**config.mk**
```make
export PLATFORM = sky130hd
export DESIGN_NAME = cofi_sched_flat
export DESIGN_NICKNAME = d
export VERILOG_FILES = /design/src/rtl/cofi_sched_pkg.sv /design/src/rtl/cofi_sched_if.sv /design/src/rtl/cofi_width_meter.sv /design/src/rtl/cofi_sched.sv /design/src/flat_wrapper.sv
export SDC_FILE = /design/constraint.sdc
export NUM_CORES = 1
export LEC_CHECK = 0
export ABC_AREA = 1
export BUFFER_PORTS_ARGS = -buffer_cell sky130_fd_sc_hd__buf_4
export CAP_MARGIN = 5
export CORE_MARGIN = 1.5
export CORE_UTILIZATION = 40
export CTS_BUF_LIST = sky130_fd_sc_hd__clkbuf_8
export DETAILED_ROUTE_END_ITERATION = 7
export HOLD_SLACK_MARGIN = 0.05
export RECOVER_POWER = 50
export SYNTH_ARGS = -nofsm -noshare
export SYNTH_HDL_FRONTEND = slang
export SYNTH_HIERARCHICAL = 1
export SYNTH_SLANG_ARGS = --single-unit
```
**constraint.sdc**
```tcl
create_clock -name clk -period 4.2 [get_ports clk]
set_clock_uncertainty 0.1 [all_clocks]
set_input_delay 0.42 -clock clk [delete_from_list [all_inputs] [get_ports clk]]
set_output_delay 0.42 -clock clk [all_outputs]
set_load 0.01 [all_outputs]
```
**src/rtl/cofi_sched_pkg.sv**
```systemverilog
// cofi_sched shared types: request modes, FSM states and default thresholds.
// No ports; imported by the interface users, the width meter and the top.
package cofi_pkg;

    typedef enum logic [1:0] {
        MODE_OFF  = 2'd0,
        MODE_ON   = 2'd1,
        MODE_AUTO = 2'd2
    } cofi_mode_t;

    typedef enum logic {
        ST_OFF,
        ST_ON
    } cofi_state_t;

    localparam int WIDE_MIN_DEF = 300;
    localparam int STABLE_DEF   = 2;

endpackage

```
**src/rtl/cofi_sched_if.sv**
```systemverilog
// cofi_sched video/config bundle: pix_ce, hblank, vblank, req_mode in;
// blend_en, frame_width, width_valid, mode_change out. slave = scheduler side.
interface cofi_sched_if #(
    parameter int CNT_W = 10
) ();
    logic             pix_ce;
    logic             hblank;
    logic             vblank;
    logic [1:0]       req_mode;
    logic             blend_en;
    logic [CNT_W-1:0] frame_width;
    logic             width_valid;
    logic             mode_change;

    modport master (
        output pix_ce, hblank, vblank, req_mode,
        input  blend_en, frame_width, width_valid, mode_change
    );

    modport slave (
        input  pix_ce, hblank, vblank, req_mode,
        output blend_en, frame_width, width_valid, mode_change
    );
endinterface

```
**src/rtl/cofi_width_meter.sv**
```systemverilog
// Blank edge detect and active width measurement (line max, frame width).
// Ports: clk_i/rst_ni, pix_ce_i, hblank_i, vblank_i in; strobes, widths out.
module cofi_width_meter
    import cofi_pkg::*;
#(
    parameter int CNT_W = 10
) (
    input  logic             clk_i,
    input  logic             rst_ni,
    input  logic             pix_ce_i,
    input  logic             hblank_i,
    input  logic             vblank_i,
    output logic             hb_rise_o,
    output logic             vb_rise_o,
    output logic [CNT_W-1:0] line_cnt_o,
    output logic [CNT_W-1:0] frame_w_next_o,
    output logic [CNT_W-1:0] frame_width_o,
    output logic             width_valid_o
);
    localparam logic [CNT_W-1:0] CNT_MAX = '1;

    logic             hb_q, vb_q;
    logic [CNT_W-1:0] cnt_q, max_q, fw_q;
    logic             wv_q;

    assign hb_rise_o = pix_ce_i & hblank_i & ~hb_q;
    assign vb_rise_o = pix_ce_i & vblank_i & ~vb_q;

    // Includes a line still open when vblank arrives.
    assign frame_w_next_o = (cnt_q > max_q) ? cnt_q : max_q;

    assign line_cnt_o    = cnt_q;
    assign frame_width_o = fw_q;
    assign width_valid_o = wv_q;

    always_ff @(posedge clk_i or negedge rst_ni) begin
        if (!rst_ni) begin
            hb_q  <= 1'b0;
            vb_q  <= 1'b0;
            cnt_q <= '0;
            max_q <= '0;
            fw_q  <= '0;
            wv_q  <= 1'b0;
        end else if (pix_ce_i) begin
            hb_q <= hblank_i;
            vb_q <= vblank_i;
            if (vb_rise_o) begin
                fw_q  <= frame_w_next_o;
                wv_q  <= 1'b1;
                max_q <= '0;
                cnt_q <= '0;
            end else if (hb_rise_o && !vblank_i) begin
                if (cnt_q > max_q) max_q <= cnt_q;
                cnt_q <= '0;
            end else if (!hblank_i && !vblank_i && cnt_q != CNT_MAX) begin
                cnt_q <= cnt_q + 1'b1;
            end
        end
    end
endmodule

```
**src/rtl/cofi_sched.sv**
```systemverilog
// Blend enable scheduler: frame-synchronous off/on/auto decision.
// Ports: clk, reset_n, bus (cofi_sched_if.slave). Option: COFI_SCHED_LINE_SWITCH_EN.
module cofi_sched
    import cofi_pkg::*;
#(
    parameter int CNT_W         = 10,
    parameter int WIDE_MIN      = WIDE_MIN_DEF,
    parameter int STABLE_FRAMES = STABLE_DEF
) (
    input  logic           clk,
    input  logic           reset_n,
    cofi_sched_if.slave    bus
);
    localparam logic [3:0]  STAB_MAX = 4'(STABLE_FRAMES);
    localparam logic [31:0] WIDE_THR = WIDE_MIN;

    logic             hb_rise, vb_rise;
    logic [CNT_W-1:0] line_cnt, frame_w_next, frame_width;
    logic             width_valid;

    cofi_width_meter #(.CNT_W(CNT_W)) u_meter (
        .clk_i          (clk),
        .rst_ni         (reset_n),
        .pix_ce_i       (bus.pix_ce),
        .hblank_i       (bus.hblank),
        .vblank_i       (bus.vblank),
        .hb_rise_o      (hb_rise),
        .vb_rise_o      (vb_rise),
        .line_cnt_o     (line_cnt),
        .frame_w_next_o (frame_w_next),
        .frame_width_o  (frame_width),
        .width_valid_o  (width_valid)
    );

    cofi_state_t state_q, state_d;
    logic [3:0]  stab_q, stab_next;
    logic        last_wide_q;
    logic        mode_change_q;
    logic        wide;

    assign wide = {{(32-CNT_W){1'b0}}, frame_w_next} >= WIDE_THR;

    always_comb begin
        stab_next = 4'd1;
        if (wide == last_wide_q)
            stab_next = (stab_q >= STAB_MAX) ? STAB_MAX : stab_q + 4'd1;
    end

`ifdef COFI_SCHED_LINE_SWITCH_EN
    logic line_wide;
    assign line_wide = {{(32-CNT_W){1'b0}}, line_cnt} >= WIDE_THR;
`else
    logic unused_line;
    assign unused_line = ^{hb_rise, line_cnt};
`endif

    always_comb begin
        state_d = state_q;
        if (vb_rise) begin
            unique case (1'b1)
                bus.req_mode == MODE_ON:
                    state_d = ST_ON;
                bus.req_mode == MODE_AUTO:
                    if (stab_next >= STAB_MAX)
                        state_d = wide ? ST_ON : ST_OFF;
                default:
                    state_d = ST_OFF;
            endcase
        end
`ifdef COFI_SCHED_LINE_SWITCH_EN
        // Unfiltered per-line decision for mid-frame resolution switches.
        else if (hb_rise && !bus.vblank && bus.req_mode == MODE_AUTO) begin
            state_d = line_wide ? ST_ON : ST_OFF;
        end
`endif
    end

    always_ff @(posedge clk or negedge reset_n) begin
        if (!reset_n) begin
            state_q       <= ST_OFF;
            stab_q        <= 4'd0;
            last_wide_q   <= 1'b0;
            mode_change_q <= 1'b0;
        end else begin
            state_q       <= state_d;
            mode_change_q <= (state_d != state_q);
            if (vb_rise) begin
                stab_q      <= stab_next;
                last_wide_q <= wide;
            end
        end
    end

    assign bus.blend_en    = (state_q == ST_ON);
    assign bus.mode_change = mode_change_q;
    assign bus.frame_width = frame_width;
    assign bus.width_valid = width_valid;
endmodule

```
**src/flat_wrapper.sv**
```systemverilog
// flat-port wrapper written by rule: the top's interface ports become plain ports
module cofi_sched_flat import cofi_pkg::*;
#(
    parameter int CNT_W         = 10,
    parameter int WIDE_MIN      = WIDE_MIN_DEF,
    parameter int STABLE_FRAMES = STABLE_DEF
)
  (clk, reset_n, bus_pix_ce, bus_hblank, bus_vblank, bus_req_mode, bus_blend_en, bus_frame_width, bus_width_valid, bus_mode_change);
  cofi_sched_if #(.CNT_W(CNT_W)) bus_i ();
  input  logic clk;
  input  logic reset_n;
  input wire logic [$bits(bus_i.pix_ce)-1:0] bus_pix_ce;
  input wire logic [$bits(bus_i.hblank)-1:0] bus_hblank;
  input wire logic [$bits(bus_i.vblank)-1:0] bus_vblank;
  input wire logic [$bits(bus_i.req_mode)-1:0] bus_req_mode;
  output wire logic [$bits(bus_i.blend_en)-1:0] bus_blend_en;
  output wire logic [$bits(bus_i.frame_width)-1:0] bus_frame_width;
  output wire logic [$bits(bus_i.width_valid)-1:0] bus_width_valid;
  output wire logic [$bits(bus_i.mode_change)-1:0] bus_mode_change;
  assign bus_i.pix_ce = bus_pix_ce;
  assign bus_i.hblank = bus_hblank;
  assign bus_i.vblank = bus_vblank;
  assign bus_i.req_mode = bus_req_mode;
  assign bus_blend_en = bus_i.blend_en;
  assign bus_frame_width = bus_i.frame_width;
  assign bus_width_valid = bus_i.width_valid;
  assign bus_mode_change = bus_i.mode_change;
  cofi_sched #(.CNT_W(CNT_W), .WIDE_MIN(WIDE_MIN), .STABLE_FRAMES(STABLE_FRAMES)) u_core (.clk(clk), .reset_n(reset_n), .bus(bus_i));
endmodule
```
# Yosys cells after proc, flatten, opt, wreduce, memory -nomap -nowiden
# Cells that the tools add are included.
[op_classes] n_eq_ne=5 n_reduce_logical=10 magnitude_cmp=4 n_mux=12 n_addsub=2 bitwise_logic=6
[ops] op="10-bit 2-to-1 mux" count=6
[ops] op="10-bit by 1-bit adder with 10-bit output (second input constant)" count=1
[ops] op="10-bit by 9-bit greater-or-equal comparator with 1-bit output (second input constant)" count=1
[ops] op="10-bit greater-than comparator" count=1
[ops] op="10-bit != test (second input constant)" count=1
[ops] op="4-bit by 2-bit greater-or-equal comparator with 1-bit output (second input constant)" count=2
[ops] op="4-bit 2-to-1 mux" count=2
[ops] op="2-bit AND reduction" count=3
[ops] op="4-bit by 1-bit adder with 4-bit output (second input constant)" count=1
[ops] op="1-bit bitwise AND" count=4
[ops] op="1-bit logical AND" count=3
[ops] op="1-bit 2-to-1 mux" count=3
[ops] op="3-bit nonzero test" count=1
[ops] op="2-bit by 1-bit == test with 1-bit output (second input constant)" count=1
[ops] op="2-bit == test (second input constant)" count=1
[ops] op="1-bit logical NOT" count=2
[ops] op="1-bit NOT" count=2
[ops] op="1-bit case mux with 2 select lines" count=1
[ops] op="2-bit nonzero test" count=1
[ops] op="1-bit == test" count=1
[ops] op="1-bit != test" count=1
[totals] elab_cells=49 reg_bits=40

# Depth between registers and ports, before layout
[logic_depth] ltp_word=10 mapped_depth=24 ltp_nobuf=24

# Modules after synthesis
# The synthesis kept the hierarchy.
[by_module_without_submodules] module="cofi_width_meter" area_per_inst_um2=1999.4 seq_area_each_um2=825.8 instances=1 cells_each=275
[by_module_without_submodules] module="cofi_sched" area_per_inst_um2=501.7 seq_area_each_um2=175.2 instances=1 cells_each=74

# Worst setup path after synthesis
# Ideal clock, no wire load.
[synth_path] path_type="reg-to-reg" start="register u_core.u_meter.cnt_q[6] (netlist: u_core/u_meter/line_cnt_o[6])" end="register u_core.mode_change_q (netlist: u_core/bus.mode_change)" synth_period_minus_slack_ns=2.538 n_path_buf=1 path_slack_ns=1.662 t_arrival_ns=2.319 path_stages_with_launch=21 path_cell_list="dfrtp_1 ha_1 nand2_1 nor2_1 nand3_1 nand3_1 buf_2 nand3_1 and2_1 inv_1 nand2_1 a21oi_1 nand2_1 nand2_1 o211ai_2 nand2_1 nand2_1 nand2_1 nand2_1 nand3_1 nand2_1"
[synth_between] elab_chain_cells=10
[synth_lines] element="start, declared" line_no="cofi_width_meter.sv:23" source="logic [CNT_W-1:0] cnt_q, max_q, fw_q;"
[synth_lines] element="start signal, assigned" line_no="cofi_width_meter.sv:56" source="cnt_q <= cnt_q + 1'b1;"
[synth_lines] element="10-bit greater-than comparator (*)" line_no="cofi_width_meter.sv:30" source="assign frame_w_next_o = (cnt_q > max_q) ? cnt_q : max_q;"
[synth_lines] element="10-bit 2-to-1 mux (*)"
[synth_lines] element="via u_core.frame_w_next[7]" line_no="cofi_sched.sv:18" source="logic [CNT_W-1:0] line_cnt, frame_w_next, frame_width;"
[synth_lines] element="10-bit by 9-bit greater-or-equal comparator with 1-bit output (*)" line_no="cofi_sched.sv:41" source="assign wide = {{(32-CNT_W){1'b0}}, frame_w_next} >= WIDE_THR;"
[synth_lines] element="1-bit == test" line_no="cofi_sched.sv:45" source="if (wide == last_wide_q)"
[synth_lines] element="4-bit 2-to-1 mux" line_no="cofi_sched.sv:45"
[synth_lines] element="4-bit by 2-bit greater-or-equal comparator with 1-bit output" line_no="cofi_sched.sv:64" source="if (stab_next >= STAB_MAX)"
[synth_lines] element="1-bit 2-to-1 mux (*)" line_no="cofi_sched.sv:64"
[synth_lines] element="1-bit case mux with 2 select lines (*)" line_no="cofi_sched.sv:60" source="unique case (1'b1)"
[synth_lines] element="1-bit 2-to-1 mux (*)" line_no="cofi_sched.sv:59" source="if (vb_rise) begin"
[synth_lines] element="1-bit != test (*)" line_no="cofi_sched.sv:86" source="mode_change_q <= (state_d != state_q);"
[synth_lines] element="end signal, assigned" line_no="cofi_sched.sv:86"
[synth_lines] element="end, declared" line_no="cofi_sched.sv:38" source="logic mode_change_q;"
# The timed path passes the listed nets; every way through them passes the cells marked *.
# A chain may end at the register's enable or synchronous reset.

# Final worst setup path
[layout_path] start="register u_core.u_meter.cnt_q[5] (netlist: u_core/u_meter/line_cnt_o[5])" end="register u_core.state_q (netlist: u_core/bus.blend_en)"
[layout_between] elab_chain_cells=9
[layout_lines] element="10-bit greater-than comparator (*)" line_no="cofi_width_meter.sv:30"
[layout_lines] element="10-bit 2-to-1 mux (*)"
[layout_lines] element="via u_core.frame_w_next[6]" line_no="cofi_sched.sv:18"
[layout_lines] element="10-bit by 9-bit greater-or-equal comparator with 1-bit output (*)" line_no="cofi_sched.sv:41"
[layout_lines] element="1-bit == test" line_no="cofi_sched.sv:45"
[layout_lines] element="4-bit 2-to-1 mux" line_no="cofi_sched.sv:45"
[layout_lines] element="4-bit by 2-bit greater-or-equal comparator with 1-bit output" line_no="cofi_sched.sv:64"
[layout_lines] element="1-bit 2-to-1 mux (*)" line_no="cofi_sched.sv:64"
[layout_lines] element="1-bit case mux with 2 select lines (*)" line_no="cofi_sched.sv:60"
[layout_lines] element="1-bit 2-to-1 mux (*)" line_no="cofi_sched.sv:59"
[layout_lines] element="via u_core.state_d" line_no="cofi_sched.sv:35" source="cofi_state_t state_q, state_d;"
[layout_lines] element="end signal, assigned" line_no="cofi_sched.sv:85" source="state_q <= state_d;"
[layout_lines] element="end, declared" line_no="cofi_sched.sv:35"
# Marks and branches as above.

==> impl_metrics.csv <==
group,metric,value,unit
status,status,"finished with violations",
status,violations,"max-capacitance violations, max-slew violations",
sta,tightest_slew,2190,ps
grt,antenna_found_initial,0,
logic_synthesis,synthesis.nets,369,
setup_path,regToRegStartpoint,"u_core/u_meter/line_cnt_o[5]",
hold_path,min_from,"bus_pix_ce",
sta,finalCritPeriodShare,0.790,
sta,hold_violations,0,
pwr,leakagePower,1.51,nW
setup_path,crit_path_max_fanout,11,
pwr,ir_drop,306,uV
clock_tree,cts_root_buf,"clkbuf_8",
drt,first_pass_iters,4,
pwr,switching_power,1.11,mW
setup_path,worst_ep_required_time,4230,ps
drt,avgRoutedWirePerCell,12.5,um
clock_tree,clockBufferDepth,2,
cells_and_area,area_delta_synth_final,11.8,%
sta,slew_viol_final,41,
cells_and_area,final_area,0.00278,mm2
sta,finalSetupViolations,0,
drt,routed_via_density,4.85,
floorplan,start_util,0.418,
sta,timing.fmax,302,MHz
grt,grt_pass1_wl,9720,um
logic_synthesis,netlist_area,0.00249,mm2
pwr,power_density,806,mW/mm2
floorplan,fp.dieW,81.9,um
pwr,p_int,1.13,mW
cells_and_area,diodes,0,
setup_path,worstSetupPathType,"reg -> reg",
floorplan,num_rows,28,
clock_tree,clk_latency,300,ps
cells_and_area,final_cells,442,
pwr,p_total,2.24,mW
clock_tree,cts-buffers-inserted,5,
logic_synthesis,syn_inst,347,
clock_tree,path_clk_slew,80,ps
floorplan,die_h,81.9,um
clock_tree,cts_sinks,40,
pwr,power_frac_comb,0.613,
placement,post-dp-hpwl,3970,um
setup_path,crit_start,"u_core/u_meter/line_cnt_o[5]",
clock_tree,cts_tree,"built",
grt,grt_pass1_vias,2072,
floorplan,top_level_ports,20,
drt,wl,5510,um
pwr,switching_share,0.495,
run,maxCapViolations,1,
pwr,seqPwrFrac,0.261,
sta,rsz0062_at_grt,"no",
floorplan,dieArea,0.00670,mm2
sta,fin_tns_setup,0,ps
grt,grt_max_degree,41,
hold_path,holdPathStages,2,
setup_path,critPathArrivalTime,3350,ps
placement,dpl-instance-area,0.00269,mm2
logic_synthesis,avgSynthCellArea,7.17,um2
clock_tree,cts_setup_buffers,0,
logic_synthesis,ys_warn_count,6,
drt,drc,0,
grt,grt_util_all_layers,0.191,
hold_path,hold_class,"in -> reg",
drt,drtIter0Drc,210,
cells_and_area,drive_above_1_share,0.106,
sta,timing.final.crit_period,3320,ps
placement,io_buffers,19,
setup_path,startpoint_type,"register",
setup_path,cp-end-kind,"register",
placement,placed_cells,434,
pwr,clkPwrFrac,0.126,
cells_and_area,final_util,0.467,
setup_path,r2r_cells,17,
drt,drtAntennaViolNets,0,
floorplan,coreArea,0.00596,mm2
clock_tree,htreeDepth,2,
sta,slew_headroom,-0.462,
cells_and_area,fin_nets,389,
grt,grt_overflow,0,
drt,vias,2143,
placement,globalplace.congestion,0.906,
power groups by stage:
stage | clock (mW) | sequential, mW | combinational (mW)
finish | 0.282 | 0.586 | 1.37
global route | 0.308 | 0.605 | 1.64
CTS | 0.293 | 0.587 | 1.38
detailed placement | 0 | 0.592 | 1.37
global placement | 0 | 0.591 | 1.36
floorplan | 0 | 0.599 | 1.06
per-layer routing:
layer	GRT usage	routed length [um]	share of wire	vias up
met3	0.0378	246	0.045	6
met2	0.302	2430	0.44	50
met4	0.0576	64	0.012	0
met1	0.263	2760	0.50	959
met5	0	0	0	-
li1	-	-	-	1128
stage by stage:
step,hold WS (ps),worst slack [ps]
floorplan,24.4,1660
global placement,342,1090
detailed placement,347,973
CTS,226,943
global route,237,316
finish,235,883
cells in the final DEF, fill, tap and decap left out, types with 2 or more instances in the layout:
master	count
buf_4	16
and2_1	8
xor2_1	3
dfrtp_1	40
nor2_2	4
o21ai_2	5
nand4_1	4
ha_1	15
inv_2	3
inv_1	48
nor3_1	4
clkinv_1	2
a21oi_1	4
clkbuf_8	7
nand2_1	117
o21ai_1	3
nor2_1	18
nand3_1	48
o21ai_0	6
clkbuf_1	4
path summary, 6_finish.rpt:
| check | endpoint | slack (ps) |
|---|---|---|
| max | u_core/bus.blend_en | 880 |
| max reg2reg | u_core/bus.blend_en | 880 |
| max in group asynchronous | u_core/u_meter/max_q[2] | 1540 |
| min | u_core/u_meter/vb_q | 230 |
| min in group asynchronous | u_core/u_meter/max_q[8] | 1210 |
| min reg2reg | u_core/u_meter/width_valid_o | 370 |
layout make-up:
cell class	instances	area, um2
timing repair buffer	21	145
sequential	40	1000
multi-input combinational	246	1250
clock buffer	7	96.3
tap	75	93.8
fill	634	3170
inverter	53	199
sequential cells by signal (all words and copies together), names as in the netlist:
signal and count:
u_core/u_meter/hb_q 1, u_core/u_meter/max_q 10, u_core/u_meter/width_valid_o 1, u_core/u_meter/frame_width_o 10
u_core/stab_q 4, u_core/u_meter/vb_q 1, u_core/bus.mode_change 1, u_core/u_meter/line_cnt_o 10
u_core/bus.blend_en 1, u_core/last_wide_q 1
repair_timing:
item,in CTS,in global routing
hold buffers,1,0
resized for setup,0,0
endpoints found under the setup margin,0,0
hold endpoints to repair,40,0
worst max-delay path, cell delays in order (launching register included):
cell      delay, ps
dfrtp_1         490
ha_1            340
nand2_1          70
nor2_1          150
nand4_1         360
nand2_1         430
nand2_1         140
and2_1          180
nor2_1          150
o21ai_1          80
nor2_1          160
o211ai_1        100
nand2_1          70
clkinv_1         50
nand2_1          50
nand2_1          60
nand2_1          70
o21ai_0          90
No activity file was read; power rests on OpenSTA's default activity.
